File: src/rtl/cdb_arbiter.sv
// cdb_arbiter: common-data-bus arbiter for NUM_FU functional-unit result ports.
// Each FU owns a one-deep holding entry (full flag, data, ROB index). Every
// cycle one full entry is granted and its contents are registered onto the
// CDB outputs; a granted entry may be refilled on the same edge, which lets a
// single uncontended FU stream one result per cycle.
//
// Optional build macro:
//   CDB_FIXED_PRIO_EN - lowest-index full entry always wins and the
//                       round-robin pointer is removed. When undefined the
//                       grant rotates, starting at rr_ptr_q.
module cdb_arbiter #(
    parameter int NUM_FU    = 4,
    parameter int DATA_W    = 32,
    parameter int ROB_IDX_W = 3,
    localparam int SRC_W    = (NUM_FU > 1) ? $clog2(NUM_FU) : 1
) (
    input  logic                        clk_in,
    input  logic                        rst_in,
    input  logic                        flush_in,
    input  logic [NUM_FU-1:0]           fu_valid_in,
    input  logic [NUM_FU*DATA_W-1:0]    fu_data_in,
    input  logic [NUM_FU*ROB_IDX_W-1:0] fu_rob_idx_in,
    output logic [NUM_FU-1:0]           fu_ready_out,
    output logic                        cdb_valid_out,
    output logic [DATA_W-1:0]           cdb_data_out,
    output logic [ROB_IDX_W-1:0]        cdb_rob_idx_out,
    output logic [SRC_W-1:0]            cdb_src_out
);

    // Holding entries
    logic [NUM_FU-1:0]    full_q;
    logic [NUM_FU-1:0]    full_d;
    logic [DATA_W-1:0]    data_q [NUM_FU];
    logic [ROB_IDX_W-1:0] rob_q  [NUM_FU];

    // Arbitration results
    logic [NUM_FU-1:0]    grant;
    logic                 grant_any;
    logic [SRC_W-1:0]     grant_idx;
    logic [NUM_FU-1:0]    capture;

    // Registered CDB
    logic                 cdb_valid_q;
    logic [DATA_W-1:0]    cdb_data_q;
    logic [ROB_IDX_W-1:0] cdb_rob_q;
    logic [SRC_W-1:0]     cdb_src_q;

    // An entry can accept when empty, or when it is being drained this cycle.
    // A flush blocks all acceptance so nothing survives the discard.
    assign fu_ready_out = flush_in ? '0 : (~full_q | grant);
    assign capture      = fu_valid_in & fu_ready_out;

`ifdef CDB_FIXED_PRIO_EN

    // Fixed priority: lowest-index full entry wins.
    always_comb begin
        grant     = '0;
        grant_any = 1'b0;
        grant_idx = '0;
        for (int k = 0; k < NUM_FU; k++) begin
            if (!grant_any && full_q[k]) begin
                grant[k]  = 1'b1;
                grant_any = 1'b1;
                grant_idx = SRC_W'(k);
            end
        end
    end

`else

    logic [SRC_W-1:0] rr_ptr_q;
    logic [SRC_W-1:0] cand;

    // Entry index base+off, wrapped modulo NUM_FU (off < NUM_FU).
    function automatic logic [SRC_W-1:0] wrap_add(input logic [SRC_W-1:0] base,
                                                  input int               off);
        int sum;
        sum = int'(base) + off;
        if (sum >= NUM_FU) begin
            sum = sum - NUM_FU;
        end
        return SRC_W'(sum);
    endfunction

    // Round robin: first full entry at or after rr_ptr_q, wrapping.
    always_comb begin
        grant     = '0;
        grant_any = 1'b0;
        grant_idx = '0;
        cand      = '0;
        for (int k = 0; k < NUM_FU; k++) begin
            cand = wrap_add(rr_ptr_q, k);
            if (!grant_any && full_q[cand]) begin
                grant[cand] = 1'b1;
                grant_any   = 1'b1;
                grant_idx   = cand;
            end
        end
    end

    // Pointer moves just past the winner; idle and flush edges leave it alone.
    always_ff @(posedge clk_in or negedge rst_in) begin
        if (!rst_in) begin
            rr_ptr_q <= '0;
        end else if (!flush_in && grant_any) begin
            if (grant_idx == SRC_W'(NUM_FU - 1)) begin
                rr_ptr_q <= '0;
            end else begin
                rr_ptr_q <= grant_idx + 1'b1;
            end
        end
    end

`endif

    // Per-entry full flag: flush clears, capture sets (wins over drain), grant clears.
    generate
        for (genvar gi = 0; gi < NUM_FU; gi++) begin : g_entry
            assign full_d[gi] = flush_in     ? 1'b0 :
                                capture[gi]  ? 1'b1 :
                                grant[gi]    ? 1'b0 :
                                full_q[gi];
        end
    endgenerate

    // Entry payload storage; only meaningful while the matching full flag is set.
    always_ff @(posedge clk_in) begin
        for (int i = 0; i < NUM_FU; i++) begin
            if (capture[i]) begin
                data_q[i] <= fu_data_in[i*DATA_W +: DATA_W];
                rob_q[i]  <= fu_rob_idx_in[i*ROB_IDX_W +: ROB_IDX_W];
            end
        end
    end

    // Full flags and the registered broadcast; payload holds when nothing is granted.
    always_ff @(posedge clk_in or negedge rst_in) begin
        if (!rst_in) begin
            full_q      <= '0;
            cdb_valid_q <= 1'b0;
            cdb_data_q  <= '0;
            cdb_rob_q   <= '0;
            cdb_src_q   <= '0;
        end else begin
            full_q <= full_d;
            if (flush_in) begin
                cdb_valid_q <= 1'b0;
            end else if (grant_any) begin
                cdb_valid_q <= 1'b1;
                cdb_data_q  <= data_q[grant_idx];
                cdb_rob_q   <= rob_q[grant_idx];
                cdb_src_q   <= grant_idx;
            end else begin
                cdb_valid_q <= 1'b0;
            end
        end
    end

    assign cdb_valid_out   = cdb_valid_q;
    assign cdb_data_out    = cdb_data_q;
    assign cdb_rob_idx_out = cdb_rob_q;
    assign cdb_src_out     = cdb_src_q;

endmodule

File: config.mk
export PLATFORM = sky130hd
export DESIGN_NAME = cdb_arbiter
export DESIGN_NICKNAME = d
export VERILOG_FILES = /design/src/rtl/cdb_arbiter.sv
export SDC_FILE = /design/constraint.sdc
export NUM_CORES = 1
export LEC_CHECK = 0
export CAP_MARGIN = 20
export CORE_ASPECT_RATIO = 0.7
export CORE_UTILIZATION = 63
export CTS_CLUSTER_DIAMETER = 200
export CTS_CLUSTER_SIZE = 20
export DETAILED_ROUTE_END_ITERATION = 8
export DONT_BUFFER_PORTS = 1
export PLACE_DENSITY = 0.8
export SLEW_MARGIN = 20
export SYNTH_ARGS = -nofsm -noshare
export SYNTH_HDL_FRONTEND = slang
export SYNTH_SLANG_ARGS = --single-unit
File: constraint.sdc
create_clock -name clk_in -period 4.1 [get_ports clk_in]
set_clock_uncertainty 0.2 [all_clocks]
set_input_delay 1.23 -clock clk_in [delete_from_list [all_inputs] [get_ports clk_in]]
set_output_delay 1.23 -clock clk_in [all_outputs]
set_load 0.005 [all_outputs]
==> results.ini <==
[outcome]
status=completed

[grt]
grt_usage=0.2692
busiest_layer=met2
globalRouteMet1Util=0.3585
met2_usage=0.4158
gr-usage-met3=0.1030
grt_pass1_vias=4201
antenna_found_initial=1
grt_max_degree=85
grt_overflow=0
grt_pass1_wl_mm=24.62

[sta]
drv_slew=0
slew_headroom=0.6159
final-setup-viol-count=0
fmax_mhz=250.6
tns_ps=0
rsz0062_at_grt=false
period_needed_ps=3990
final-hold-violation-count=0
fin_crit_sh=0.9733
worstMarginPinSlew_ps=576.2

[critical_path]
r2r_slack_ps=520
reg2reg_from=rr_ptr_q[1]
slowest_delay_ps=420
r2r_cells=10
critPathKind=flip-flop to output port
cp_cell_sequence=inv_1 -> ha_2 -> mux4_2 -> nor4b_4 -> nand2_1 -> o2111a_1 -> nor2_1
r2r_end=cdb_data_out[23]
cp_max_fo=7
critPathCaptureType=output port
cp_slowest_cell=dfrtp_2
cp.arrival_ps=2560
required_ps=2670
startpoint_type=flip-flop

[clock_network]
cts_buffers=17
cts.sink_count=184
cts_tree=yes
htreeDepth=4
cts_hold_buffers=0
clk_path_buf_depth=2
clockRootBuffer=clkbuf_16
clkLatencyLatePin_ps=420
clkTransAtPathRegs_ps=70

[floorplanning]
core_area_mm2=0.01173
die_area_mm2=0.01254
die_h_um=94
io_pins=189
initial_core_util=0.6496
rows=33
die-width_um=133.4

[placement]
port_buffers=0
placed_area_mm2=0.007759
dp_hpwl_mm=10.57
gp_congestion=0.9222

[finish]
drive_above_1_share=0.1354
regArea_mm2=0.005306
area_growth_syn_to_layout_pct=10.18
finalNetCount=658
num-fill-cells=752
multi_input_area_mm2=0.002102
diodes=0
final_area_mm2=0.008393

[synth]
syn_nets=668
ys.flop_type=edfxtp_1
syn-cell-area_mm2=0.007617
yosysWarnings=0
ys_types=34
syn_inst=515
synth_area_leader_cell=edfxtp_1
ys_top_cells_by_count=edfxtp_1 (140), a21boi_0 (64), a311oi_1 (64)
synth-seq-cells=184
synth_most_common_cell=edfxtp_1
synthArstFlopShare=0.2391
yosysTopAreaCellShare=0.5519
synth_area_leaders=edfxtp_1 (55%), dfrtp_1 (14%), a311oi_1 (7.4%)
synth_edf_count=140
syn_avg_cell_area_um2=14.79
yosysSeqAreaShare=0.6965

[run]
maxCapViolations=0

[route]
drt-initial-drc-count=318
drcViolationCount=0
ant_nets=0
vias=4526
wl_mm=16.33
viasPerCell=6.715
post_drt_wl_per_cell_um=24.23
first_pass_iters=5

[hold_path]
hp-class=input port to async pin

[pwr]
vdd.ir_drop.worst_mv=0.6713
p_leak_uw=0.002894
p_per_area_mw_per_mm2=823.4

==> registers in the layout, summed over array words and instances, names as in the netlist <==
register and cells:
rr_ptr_q 2, cdb_src_out 2, rob_q 12, cdb_rob_idx_out 3, full_q 4, cdb_data_out 32, cdb_valid_out 1, data_q 128
==> power by group <==
part | total [uW] | internal (uW) | switching [uW]
sequential | 2610 | 2390 | 224
combinational | 2690 | 1010 | 1680
clock | 1610 | 866 | 746
total | 6910 | 4260 | 2650
==> critical path: cells and delay by family, from the launching register on <==
family          cells  cell delay, ps
mux                 1             410
compound gates      1             170
flops               1             420
buf+inv             1             100
simple gates        3             630
fa+ha+maj           1             420
==> worst max-delay path by stage <==
stage                      startpoint               to  slack [ps]  depth (start not counted)
after floorplan           rr_ptr_q[1]     data_q[0][0]         320                          9
after global placement    rr_ptr_q[1]  fu_ready_out[0]         350                          7
after detailed placement  rr_ptr_q[1]  fu_ready_out[2]         210                          7
after CTS                 rr_ptr_q[1]  fu_ready_out[2]          20                          7
after global routing      rr_ptr_q[0]  fu_ready_out[2]           9                          6
final                     rr_ptr_q[1]  fu_ready_out[2]         110                          7
==> metal layers <==
metal / share of wire / vias to the layer above
li1: - / 2036
met1: 0.41 / 2221
met3: 0.10 / 19
met4: 0.012 / 0
met5: 0 / -
met2: 0.48 / 250
==> what timing repair did <==
| action | in CTS | in global routing |
|---|---|---|
| setup buffers | 2 | 2 |
| gates cloned | 0 | 0 |
| pin swaps | 0 | 1 |
| endpoints found under the setup margin | 4 | 4 |
| endpoints found under the hold margin | 0 | 0 |
| gates resized for setup | 4 | 2 |
==> final cells by class <==
cell class	count	share of cell area
Clock buffer	17	0.05069
Multi-Input combinational cell	280	0.2504
Sequential cell	184	0.6322
Clock inverter	14	0.01893
Tap cell	157	0.02340
Timing Repair Buffer	19	0.02296
Inverter	3	0.001342
==> cells in the final DEF (no fill, tap or decap), types with 9 or more instances in the layout <==
| cell type | synthesis | final |
|---|---|---|
| edfxtp_1 | 140 | 140 |
| clkbuf_16 | 0 | 17 |
| a311oi_1 | 64 | 64 |
| mux2i_1 | 9 | 9 |
| a21boi_0 | 64 | 64 |
| buf_4 | 1 | 15 |
| o31ai_1 | 32 | 32 |
| nand2_1 | 52 | 51 |
| dfrtp_1 | 44 | 43 |
| nor2_1 | 15 | 15 |
==> kinds of logic after synthesis <==
logic type,share of synthesized area
buffers and inverters,0.03187
DFF,0.6965
adders and majority gates,0.009855
xor gates and xnor gates,0.001150
AOI/OAI and AO/OA,0.1874
and+or+nand+nor,0.04517
muxes,0.02809
==> through the flow <==
stage / std cells / util / worst slack (ps) / power [uW] / hold slack (ps)
3_5_place_dp: 639 / 0.6617 / 209.7 / 5224 / 294.0
2_1_floorplan: 515 / - / 317.9 / 4636 / 270.9
3_3_place_gp: 639 / 0.6617 / 354.1 / 5106 / 289.3
6_report: 674 / 0.7157 / 109.6 / 6911 / 297.0
5_1_grt: 674 / 0.7157 / 8.595 / 7316 / 270.1
4_1_cts: 672 / 0.7140 / 16.96 / 6894 / 281.7
Note: power is estimated with default switching activity, not from simulation.
